<file path="config.mk">
export PLATFORM = sky130hd
export DESIGN_NAME = song_loader_flat
export DESIGN_NICKNAME = d
export VERILOG_FILES = /design/src/rtl/song_loader_if.sv /design/src/rtl/song_loader.sv /design/src/flat_wrapper.sv
export SDC_FILE = /design/constraint.sdc
export NUM_CORES = 1
export LEC_CHECK = 0
export ABC_AREA = 1
export ABC_CLOCK_PERIOD_IN_PS = 2500
export CAP_MARGIN = 10
export CORE_ASPECT_RATIO = 2
export CORE_MARGIN = 3
export CORE_UTILIZATION = 57
export CTS_BUF_LIST = sky130_fd_sc_hd__clkbuf_4 sky130_fd_sc_hd__clkbuf_8
export CTS_CLUSTER_SIZE = 14
export DETAILED_ROUTE_END_ITERATION = 8
export HOLD_SLACK_MARGIN = 0.02
export PLACE_DENSITY = 0.95
export SLEW_MARGIN = 40
export SYNTH_ARGS = -nofsm -noshare
export SYNTH_HDL_FRONTEND = slang
export SYNTH_SLANG_ARGS = --single-unit
</file>
<file path="constraint.sdc">
create_clock -name CLK -period 2.5 [get_ports CLK]
set_input_delay 0.25 -clock CLK [delete_from_list [all_inputs] [get_ports CLK]]
set_output_delay 0.25 -clock CLK [all_outputs]
set_load 0.03 [all_outputs]
</file>
<file path="src/rtl/song_loader_if.sv">
// Host byte stream plus SRAM write pins of the song loader.
// master = host/top-level side, slave = the loader itself.
interface song_loader_if;
  logic [7:0]  rx_data;
  logic        rx_valid;
  logic        rx_ready;
  logic [17:0] SRAM_A;
  logic [15:0] SRAM_DQ_OUT;
  logic        SRAM_DQ_OE;
  logic        SRAM_WE;
  logic        SRAM_CE;
  logic        SRAM_OE;
  logic        SRAM_LB;
  logic        SRAM_UB;

  modport master (
    output rx_data, rx_valid,
    input  rx_ready, SRAM_A, SRAM_DQ_OUT, SRAM_DQ_OE,
    input  SRAM_WE, SRAM_CE, SRAM_OE, SRAM_LB, SRAM_UB
  );

  modport slave (
    input  rx_data, rx_valid,
    output rx_ready, SRAM_A, SRAM_DQ_OUT, SRAM_DQ_OE,
    output SRAM_WE, SRAM_CE, SRAM_OE, SRAM_LB, SRAM_UB
  );
endinterface

</file>
<file path="src/rtl/song_loader.sv">
// Packs host bytes big-endian into 16-bit words and writes them to program SRAM; SONG_LOADER_CHECKSUM_EN adds a trailing checksum.
// Latency: low byte accepted at edge N -> WE low N+2 .. N+2+WE_CYCLES, rx_ready again at N+3+WE_CYCLES.
// Backpressure: rx_ready only in the byte-wait states, so a continuously valid stream loses nothing.
module song_loader #(
  parameter int WE_CYCLES = 3,
  parameter int MAX_WORDS = 262144
) (
  input  logic          CLK,
  input  logic          RST_N,
  input  logic          start,
  song_loader_if.slave  bus,
  output logic          cpu_hold,
  output logic          busy,
  output logic          done,
  output logic          error,
  output logic [17:0]   word_count
);

  localparam int AW = $clog2(MAX_WORDS + 1);
  localparam int CW = (WE_CYCLES > 1) ? $clog2(WE_CYCLES) : 1;

  typedef enum logic [3:0] {
    IDLE, WAIT_HI, WAIT_LO, SETUP, WRITE, HOLD, DONE, ERROR
`ifdef SONG_LOADER_CHECKSUM_EN
    , CHK_HI, CHK_LO
`endif
  } state_t;

  state_t          state, state_nxt;
  logic [AW-1:0]   addr;
  logic [15:0]     word;
  logic [CW-1:0]   we_cnt;
  logic            rx_ready_q;
  logic            accept;
  logic            start_ok;
  logic            drive;
`ifdef SONG_LOADER_CHECKSUM_EN
  logic [15:0]     sum;
`endif

  logic [17:0]     sram_a_q;
  logic [15:0]     sram_dq_q;
  logic            sram_dq_oe_q, sram_we_q, sram_ce_q, sram_be_q;
  logic            cpu_hold_q, busy_q, done_q, error_q;

  function automatic logic rx_open(input state_t s);
`ifdef SONG_LOADER_CHECKSUM_EN
    return s inside {WAIT_HI, WAIT_LO, CHK_HI, CHK_LO};
`else
    return s inside {WAIT_HI, WAIT_LO};
`endif
  endfunction

  assign accept   = bus.rx_valid && rx_ready_q;
  assign start_ok = start && (state inside {IDLE, DONE, ERROR});
  assign drive    = state inside {SETUP, WRITE, HOLD};

  always_ff @(posedge CLK or negedge RST_N) begin
    if (!RST_N) state <= IDLE;
    else        state <= state_nxt;
  end

  always_comb begin
    state_nxt = state;
    case (state)
      IDLE, DONE, ERROR: if (start) state_nxt = WAIT_HI;
      WAIT_HI:           if (accept) state_nxt = WAIT_LO;
      WAIT_LO:
        if (accept) state_nxt = (addr == AW'(MAX_WORDS)) ? ERROR : SETUP;
      SETUP:             state_nxt = WRITE;
      WRITE:             if (we_cnt == CW'(WE_CYCLES - 1)) state_nxt = HOLD;
      HOLD: begin
        if (word[15:12] == 4'b0000) begin
`ifdef SONG_LOADER_CHECKSUM_EN
          state_nxt = CHK_HI;
`else
          state_nxt = DONE;
`endif
        end else begin
          state_nxt = WAIT_HI;
        end
      end
`ifdef SONG_LOADER_CHECKSUM_EN
      CHK_HI:            if (accept) state_nxt = CHK_LO;
      CHK_LO:
        if (accept) state_nxt = ({word[15:8], bus.rx_data} == sum) ? DONE : ERROR;
`endif
      default:           state_nxt = IDLE;
    endcase
  end

  always_ff @(posedge CLK or negedge RST_N) begin
    if (!RST_N) begin
      addr   <= '0;
      word   <= '0;
      we_cnt <= '0;
`ifdef SONG_LOADER_CHECKSUM_EN
      sum    <= '0;
`endif
    end else begin
      if (start_ok) begin
        addr <= '0;
`ifdef SONG_LOADER_CHECKSUM_EN
        sum  <= '0;
`endif
      end
      case (state)
        WAIT_HI: if (accept) word[15:8] <= bus.rx_data;
        WAIT_LO: if (accept) word[7:0]  <= bus.rx_data;
        SETUP:   we_cnt <= '0;
        WRITE:   we_cnt <= we_cnt + CW'(1);
        HOLD: begin
          addr <= addr + AW'(1);
`ifdef SONG_LOADER_CHECKSUM_EN
          sum  <= sum + word;
`endif
        end
`ifdef SONG_LOADER_CHECKSUM_EN
        CHK_HI:  if (accept) word[15:8] <= bus.rx_data;
`endif
        default: ;
      endcase
    end
  end

  // Pins are decoded from the previous cycle's state, giving the one-cycle address/data setup before WE falls.
  always_ff @(posedge CLK or negedge RST_N) begin
    if (!RST_N) begin
      rx_ready_q   <= 1'b0;
      sram_a_q     <= '0;
      sram_dq_q    <= '0;
      sram_dq_oe_q <= 1'b0;
      sram_we_q    <= 1'b1;
      sram_ce_q    <= 1'b1;
      sram_be_q    <= 1'b1;
      cpu_hold_q   <= 1'b1;
      busy_q       <= 1'b0;
      done_q       <= 1'b0;
      error_q      <= 1'b0;
    end else begin
      rx_ready_q   <= rx_open(state) && rx_open(state_nxt);
      sram_a_q     <= drive ? 18'(addr) : 18'd0;
      sram_dq_q    <= drive ? word : 16'd0;
      sram_dq_oe_q <= drive;
      sram_we_q    <= (state != WRITE);
      sram_ce_q    <= !drive;
      sram_be_q    <= !drive;
      cpu_hold_q   <= (state != DONE);
      busy_q       <= !(state inside {IDLE, DONE, ERROR});
      done_q       <= (state == DONE);
      error_q      <= (state == ERROR);
    end
  end

  assign bus.rx_ready    = rx_ready_q;
  assign bus.SRAM_A      = sram_a_q;
  assign bus.SRAM_DQ_OUT = sram_dq_q;
  assign bus.SRAM_DQ_OE  = sram_dq_oe_q;
  assign bus.SRAM_WE     = sram_we_q;
  assign bus.SRAM_CE     = sram_ce_q;
  assign bus.SRAM_OE     = 1'b1;
  assign bus.SRAM_LB     = sram_be_q;
  assign bus.SRAM_UB     = sram_be_q;
  assign cpu_hold        = cpu_hold_q;
  assign busy            = busy_q;
  assign done            = done_q;
  assign error           = error_q;
  // A full 2^18-word load does not fit in 18 bits; only the low bits are reported.
  assign word_count      = 18'(addr);

endmodule

</file>
<file path="src/flat_wrapper.sv">
// flat-port wrapper written by rule: the top's interface ports become plain ports
module song_loader_flat 
#(
  parameter int WE_CYCLES = 3,
  parameter int MAX_WORDS = 262144
)
  (CLK, RST_N, start, cpu_hold, busy, done, error, word_count, bus_rx_data, bus_rx_valid, bus_rx_ready, bus_SRAM_A, bus_SRAM_DQ_OUT, bus_SRAM_DQ_OE, bus_SRAM_WE, bus_SRAM_CE, bus_SRAM_OE, bus_SRAM_LB, bus_SRAM_UB);
  song_loader_if bus_i ();
  input  logic CLK;
  input  logic RST_N;
  input  logic start;
  output logic cpu_hold;
  output logic busy;
  output logic done;
  output logic error;
  output logic [17:0] word_count;
  input wire logic [$bits(bus_i.rx_data)-1:0] bus_rx_data;
  input wire logic [$bits(bus_i.rx_valid)-1:0] bus_rx_valid;
  output wire logic [$bits(bus_i.rx_ready)-1:0] bus_rx_ready;
  output wire logic [$bits(bus_i.SRAM_A)-1:0] bus_SRAM_A;
  output wire logic [$bits(bus_i.SRAM_DQ_OUT)-1:0] bus_SRAM_DQ_OUT;
  output wire logic [$bits(bus_i.SRAM_DQ_OE)-1:0] bus_SRAM_DQ_OE;
  output wire logic [$bits(bus_i.SRAM_WE)-1:0] bus_SRAM_WE;
  output wire logic [$bits(bus_i.SRAM_CE)-1:0] bus_SRAM_CE;
  output wire logic [$bits(bus_i.SRAM_OE)-1:0] bus_SRAM_OE;
  output wire logic [$bits(bus_i.SRAM_LB)-1:0] bus_SRAM_LB;
  output wire logic [$bits(bus_i.SRAM_UB)-1:0] bus_SRAM_UB;
  assign bus_i.rx_data = bus_rx_data;
  assign bus_i.rx_valid = bus_rx_valid;
  assign bus_rx_ready = bus_i.rx_ready;
  assign bus_SRAM_A = bus_i.SRAM_A;
  assign bus_SRAM_DQ_OUT = bus_i.SRAM_DQ_OUT;
  assign bus_SRAM_DQ_OE = bus_i.SRAM_DQ_OE;
  assign bus_SRAM_WE = bus_i.SRAM_WE;
  assign bus_SRAM_CE = bus_i.SRAM_CE;
  assign bus_SRAM_OE = bus_i.SRAM_OE;
  assign bus_SRAM_LB = bus_i.SRAM_LB;
  assign bus_SRAM_UB = bus_i.SRAM_UB;
  song_loader #(.WE_CYCLES(WE_CYCLES), .MAX_WORDS(MAX_WORDS)) u_core (.CLK(CLK), .RST_N(RST_N), .start(start), .bus(bus_i), .cpu_hold(cpu_hold), .busy(busy), .done(done), .error(error), .word_count(word_count));
endmodule
</file>
==> results.toml, run 1 <==
[yosys]
ys_types = 28
synth-edff-count = 0
synthFlopType = "dfrtp_1"
synthTopCellsByCount = "156 x nand2_1, 80 x dfrtp_1, 42 x inv_1"
synth_seq_cells = 83
synth_top_area_share_pct = 53.5
yosys-top-cells-area = "dfrtp_1 53%, nand2_1 16%, buf_4 4.6%"
syn_area_per_cell_um2 = 8.34
postSynthCellCount = 449
synth_top_area_cell = "dfrtp_1"
ys.warnings.count = 0
async_flop_share_pct = 100
ys_seq_area_share_pct = 55.6
post-synth-top-count-cell = "nand2_1"
syn_area_mm2 = 0.00374
synth_fp_nets = 464

[critical_path]
r2r_slack_ns = 0.59
startpoint = "u_core.state[3]$_DFF_PN0_"
crit_path_max_fanout = 12
required_ns = 2.76
endpoint_kind = "flop"
arrival_ns = 2.17
cp_common_cell = "nand2_1"
slowest_delay_ns = 0.42
worstPathCellList = "nor2_2 -> nand2_1 -> nand2_1 -> nand2_2 -> nand2_1 -> inv_1 -> nand2_1 -> nand2_1"
cpMaxStageDelayCell = "dfrtp_1"
critPathKind = "flop to flop"
timing.rr.start = "u_core.state[3]$_DFF_PN0_"
crit_path_start_kind = "flop"
rr_worst_depth = 8

[timing]
fmaxAchievable_ghz = 0.523
worst_pin_slew_ns = 0.557
finalSetupViolCount = 0
fin_crit_ns = 1.91
slew_headroom_pct = 62.8
final-max-slew-violation-count = 0
rsz0062_at_grt = "false"
fin_crit_sh_pct = 76.5
setup_tns_ns = 0
hold_violations = 0
fin_ws_ns = 0.588
skew_ns = 0.0160

[drt]
wl_per_cell_um = 13.9
routed_wirelength_um = 8370
drtIter0Drc = 152
drt-pass1-iter-count = 7
drcViolationCount = 0
via_count = 3071
detail-route-antenna-nets = 0
viasPerCell = 5.11

[cells_and_area]
drive_above_1_share_pct = 13.4
area_growth_pct = 23.1
fin_nets = 525
n_fill_cell = 496
n_antenna_cell = 0

[placed_design]
dp_slack_ns = 0.656
port_buffers = 73
dp_hpwl_um = 6090
gp_congestion = 0.861

[grt]
grt_max_degree = 47
globalRoute.totalOverflow = 0
antenna_found_initial = 0
grt_pass1_wl_um = 13700
grt_usage_pct = 23.5
grt_pass1_vias = 3125

[clocking]
cts_max_path_buffers = 2
numCtsBuffers = 9
cts_setup_buffers = 0
cts_tree = "done"
root_buffer = "clkbuf_8"
clk_pin_slew_worst_paths_ns = 0.08
clk_latency_ns = 0.37
h-tree-depth = 3
cts_num_sinks = 83

[floorplan]
start_util_pct = 58.9
coreArea_mm2 = 0.00636
fp.dieH_um = 121
rows = 41
die_w_um = 63.3
ioPinCount = 75
die_area_mm2 = 0.00764

[power]
peakVddDrop_mv = 0.520
leakage_nw = 2.43
power_density_mw_per_mm2 = 610

[flow_run]
maxCapViolCount = 0

[status]
outcome = "complete, no violations"

[hold_path]
min_path_type = "input port to async pin"
==> power breakdown <==
part / leakage, nW / internal, mW / total [mW] / switching, mW
logic: 1.19 / 0.105 / 0.312 / 0.208
clock network: 0.105 / 0.479 / 0.996 / 0.517
registers: 1.13 / 1.43 / 1.50 / 0.0693
==> repair_timing <==
item	4_1_cts	5_1_grt
endpoints found under the hold margin	44	0
endpoints found under the setup margin	0	0
hold buffers	1	0
resized for setup	0	0
==> through the flow <==
stage	instance area [um^2]	std cells	hold WS, ns	utilization, %	power (mW)
global placement	4390	584	0.270	69.0	1.81
finish	4610	601	0.409	72.4	2.81
detailed placement	4390	584	0.275	69.0	1.83
floorplan	3740	449	-0.0456	-	1.71
CTS	4610	601	0.438	72.4	2.82
global route	4610	601	0.453	72.4	2.93
==> cell families after synthesis <==
| logic type | share of synthesized area, % |
|---|---|
| flops | 55.6 |
| simple gates | 26.3 |
| buf+inv | 13.3 |
| compound gates | 3.61 |
| other cells | 0.201 |
| fa+ha+maj | 1.00 |
==> layout make-up <==
cell class / count / area (um^2) / area share [%]
repair buffers: 77 / 761 / 16.5
inverters: 76 / 288 / 6.25
multi-input cells: 263 / 1160 / 25.3
flip-flops and latches: 83 / 2080 / 45.2
well taps: 86 / 108 / 2.34
clock buffers: 9 / 124 / 2.69
clock inverters: 7 / 82.6 / 1.79
==> final timing paths <==
| check | to |
|---|---|
| setup reg to reg | u_core.addr[12]$_DFFE_PN0P_ |
| min in group CLK | u_core.word[7]$_DFFE_PN0P_ |
| setup / recovery | u_core.addr[12]$_DFFE_PN0P_ |
| hold / removal | u_core.bus.SRAM_A[0]$_DFF_PN0_ |
| max in group asynchronous | u_core.bus.SRAM_CE$_DFF_PN1_ |
| hold reg to reg | u_core.bus.SRAM_DQ_OUT[5]$_DFF_PN0_ |
==> cells in the final DEF, fill, tap and decap left out <==
master / netlist / routed
nand2_1: 156 / 156
dfrtp_1: 80 / 80
clkdlybuf4s50_1: 0 / 72
inv_1: 42 / 42
inv_2: 33 / 33
nor2_1: 30 / 30
nand3_1: 23 / 23
o21ai_1: 11 / 11
o21ai_0: 9 / 9
clkbuf_8: 0 / 9
nand4_1: 6 / 6
nand2_2: 4 / 4
inv_6: 0 / 4
buf_4: 23 / 4
and2_1: 3 / 3
a21oi_1: 3 / 3
ha_1: 3 / 3
dfstp_2: 3 / 3
nor4_1: 2 / 2
nor2_2: 2 / 2
nand3_2: 2 / 2
nor2_4: 2 / 2
conb_1: 2 / 2
clkinv_4: 0 / 2
nor3_1: 1 / 1
and3_1: 1 / 1
inv_4: 1 / 1
o21bai_1: 1 / 1
nor3_2: 1 / 1
a22oi_2: 1 / 1
bufinv_16: 0 / 1
dlygate4sd3_1: 0 / 1
==> layer usage <==
metal	up-vias	global-route usage, %	share of wire [%]
li1	1442	-	-
met1	1438	21.4	33
met2	140	44.5	56
met3	51	4.93	5.4
met4	0	16.5	5.0
met5	-	0	0
==> registers in the layout (all words and copies together) (netlist names), 2 cells and up <==
name	cells
u_core.addr	19
u_core.state	4
u_core.bus.SRAM_A	18
u_core.bus.SRAM_DQ_OUT	16
u_core.word	16
u_core.we_cnt	2
==> worst max-delay path, delay by kind of cell (launching register included) <==
kind,cells,cell delay (ns)
buf+inv,1,0.15
flops,1,0.42
simple gates,7,1.23
Note: power is estimated with default switching activity, not from simulation.
==> run 2, diff against run 1 <==
--- a/config.mk
+++ b/config.mk
@@ -6,16 +6,16 @@
 export NUM_CORES = 1
 export LEC_CHECK = 0
 export ABC_AREA = 1
-export ABC_CLOCK_PERIOD_IN_PS = 2500
+export ABC_CLOCK_PERIOD_IN_PS = 1800
 export CAP_MARGIN = 10
 export CORE_ASPECT_RATIO = 2
 export CORE_MARGIN = 3
-export CORE_UTILIZATION = 57
+export CORE_UTILIZATION = 53
 export CTS_BUF_LIST = sky130_fd_sc_hd__clkbuf_4 sky130_fd_sc_hd__clkbuf_8
 export CTS_CLUSTER_SIZE = 14
 export DETAILED_ROUTE_END_ITERATION = 8
 export HOLD_SLACK_MARGIN = 0.02
-export PLACE_DENSITY = 0.95
+export PLACE_DENSITY = 0.94
 export SLEW_MARGIN = 40
 export SYNTH_ARGS = -nofsm -noshare
 export SYNTH_HDL_FRONTEND = slang
==> constraint.sdc (replaced) <==
create_clock -name CLK -period 1.8 [get_ports CLK]
set_input_delay 0.18 -clock CLK [delete_from_list [all_inputs] [get_ports CLK]]
set_output_delay 0.18 -clock CLK [all_outputs]
set_load 0.03 [all_outputs]
==> run 2 against run 1 <==
Design area up 2.1%. Total power increased by 42%. Via count grew 0.36%. Hold slack lost 0.083 ns. Flip-flop and latch count did not move. Clock-buffer cell count up 1.
==> results.toml, run 2 (synthesized netlist as in run 1, its figures left out) <==
[cells_and_area]
n_fill_cell = 543
regMostFlops = "u_core.addr"
fin_nets = 529
design_area_mm2 = 0.00470
layout_common_cells = "156 x nand2_1, 80 x dfrtp_1, 66 x clkdlybuf4s50_1, 42 x inv_1, 33 x inv_2"
n_antenna_cell = 0
area_growth_pct = 25.7
largest_register_ffs = 19
final_common_cell = "nand2_1"
drive_above_1_share_pct = 14.1

[power]
switching_share_pct = 25.9
peakVddDrop_mv = 0.783
comb_power_share_pct = 10.7
power_density_mw_per_mm2 = 850
total_power_mw = 4.00
p_sw_mw = 1.04
seq_power_share_pct = 52.1
leakage_nw = 2.55
internal-power_mw = 2.96
clkPwrFrac_pct = 37.1

[critical_path]
crit_buf_inv = 1
rr_worst_depth = 9
cp_top_family = "buffers and inverters"
endpoint = "bus_SRAM_UB"
worstPathCellList = "clkdlybuf4s50_1"
startpoint = "u_core.bus.SRAM_CE$_DFF_PN1_"
required_ns = 1.62
cp.depth = 1
r2r_slack_ns = 0.16
worstReg2RegEnd = "u_core.addr[7]$_DFFE_PN0P_"
slowest_delay_ns = 0.67
arrival_ns = 1.58
crit_path_max_fanout = 3
cpMaxStageDelayCell = "clkdlybuf4s50_1"
crit_path_start_kind = "flop"
timing.rr.start = "u_core.state[3]$_DFF_PN0_"
critPathKind = "flop to primary output"
endpoint_kind = "primary output"

[placed_design]
port_buffers = 73
gp_congestion = 0.877
placed_area_mm2 = 0.00445
dp_hpwl_um = 6290

[timing]
hold_slack_ns = 0.326
fin_crit_ns = 1.76
fmaxAchievable_ghz = 0.570
hold_violations = 0
finalSetupViolCount = 0
slew_headroom_pct = 65.7
rsz0062_at_grt = "false"
skew_ns = 0.00451
setup_tns_ns = 0
final-max-slew-violation-count = 0
fin_crit_sh_pct = 97.5
worst_pin_slew_ns = 0.515

[floorplan]
rows = 42
die_w_um = 65.4
start_util_pct = 55.7
die_area_mm2 = 0.00817
coreArea_mm2 = 0.00673
ioPinCount = 75
fp.dieH_um = 125

[clocking]
cts_max_path_buffers = 2
clk_latency_ns = 0.36
clk_pin_slew_worst_paths_ns = 0.08
numCtsBuffers = 9
cts_setup_buffers = 0
h-tree-depth = 3
cts_tree = "done"
cts_num_sinks = 83
root_buffer = "clkbuf_8"

[hold_path]
min_path_type = "input port to async pin"

[drt]
drt-pass1-iter-count = 5
via_count = 3082
wl_per_cell_um = 13.9
viasPerCell = 5.08
drtIter0Drc = 310
drcViolationCount = 0
detail-route-antenna-nets = 0
routed_wirelength_um = 8450

[status]
outcome = "complete, no violations"

[grt]
antenna_found_initial = 0
globalRoute.totalOverflow = 0
grt_pass1_wl_um = 14100
grt_usage_pct = 22.9
grt_pass1_vias = 3095
grt_max_degree = 40

[flow_run]
maxCapViolCount = 0
-- run 2: changes by cell type in the layout (fill, tap and decap cells not counted) --
| cell | change |
|---|---|
| clkdlybuf4s50_1 | -6 |
| dlymetal6s2s_1 | +6 |
| inv_6 | -4 |
| buf_12 | +2 |
| buf_4 | +2 |
| clkinvlp_4 | +2 |
| bufinv_16 | +1 |
| clkbuf_8 | +1 |
| clkinv_2 | +1 |
| clkinv_4 | -1 |
| nor2_2 | -1 |
| nor2_4 | +1 |
-- run 2: layer usage --
metal / GRT usage, % / vias to the layer above / wire (um)
met4: 13.9 / 0 / 457
met1: 22.7 / 1461 / 2790
li1: - / 1459 / -
met5: 0 / - / 0
met3: 5.96 / 36 / 460
met2: 40.5 / 126 / 4740
-- run 2: worst min-delay path by stage --
stage | to | slack, ns
final | u_core.bus.SRAM_DQ_OUT[14]$_DFF_PN0_ | 0.33
after global routing | u_core.bus.SRAM_DQ_OUT[13]$_DFF_PN0_ | 0.37
after CTS | u_core.we_cnt[1]$_DFFE_PN0P_ | 0.33
after detailed placement | u_core.we_cnt[0]$_DFFE_PN0P_ | 0.19
after global placement | u_core.we_cnt[0]$_DFFE_PN0P_ | 0.18
after floorplan | u_core.addr[0]$_DFFE_PN0P_ | -0.12
-- run 2: power by group through the flow --
stage | Clock (mW) | Combinational (mW) | Sequential [mW]
floorplan | 0 | 0.246 | 2.12
global placement | 0 | 0.407 | 2.11
detailed placement | 0 | 0.422 | 2.12
CTS | 1.51 | 0.430 | 2.08
global route | 1.60 | 0.487 | 2.10
finish | 1.49 | 0.428 | 2.09
-- run 2: timing repair --
action	4_1_cts	5_1_grt
hold endpoints to repair	35	0
gates resized for setup	0	7
hold buffers	1	0
setup endpoints to repair	0	7
-- run 2: layout make-up --
class	instances	area [um^2]	area share (%)
Sequential cell	83	2080	44.2
Multi-Input combinational cell	263	1170	24.8
Timing Repair Buffer	81	831	17.7
Inverter	76	288	6.12
Clock buffer	10	138	2.93
Tap cell	88	110	2.34
Clock inverter	6	88.8	1.89
-- run 2: stage by stage --
stage,util [%],worst slack (ns),instances
finish,69.9,0.0447,607
floorplan,-,0.455,449
CTS,69.6,0.00974,607
global placement,66.1,0.293,590
detailed placement,66.1,0.231,590
global route,69.9,0.000593,607
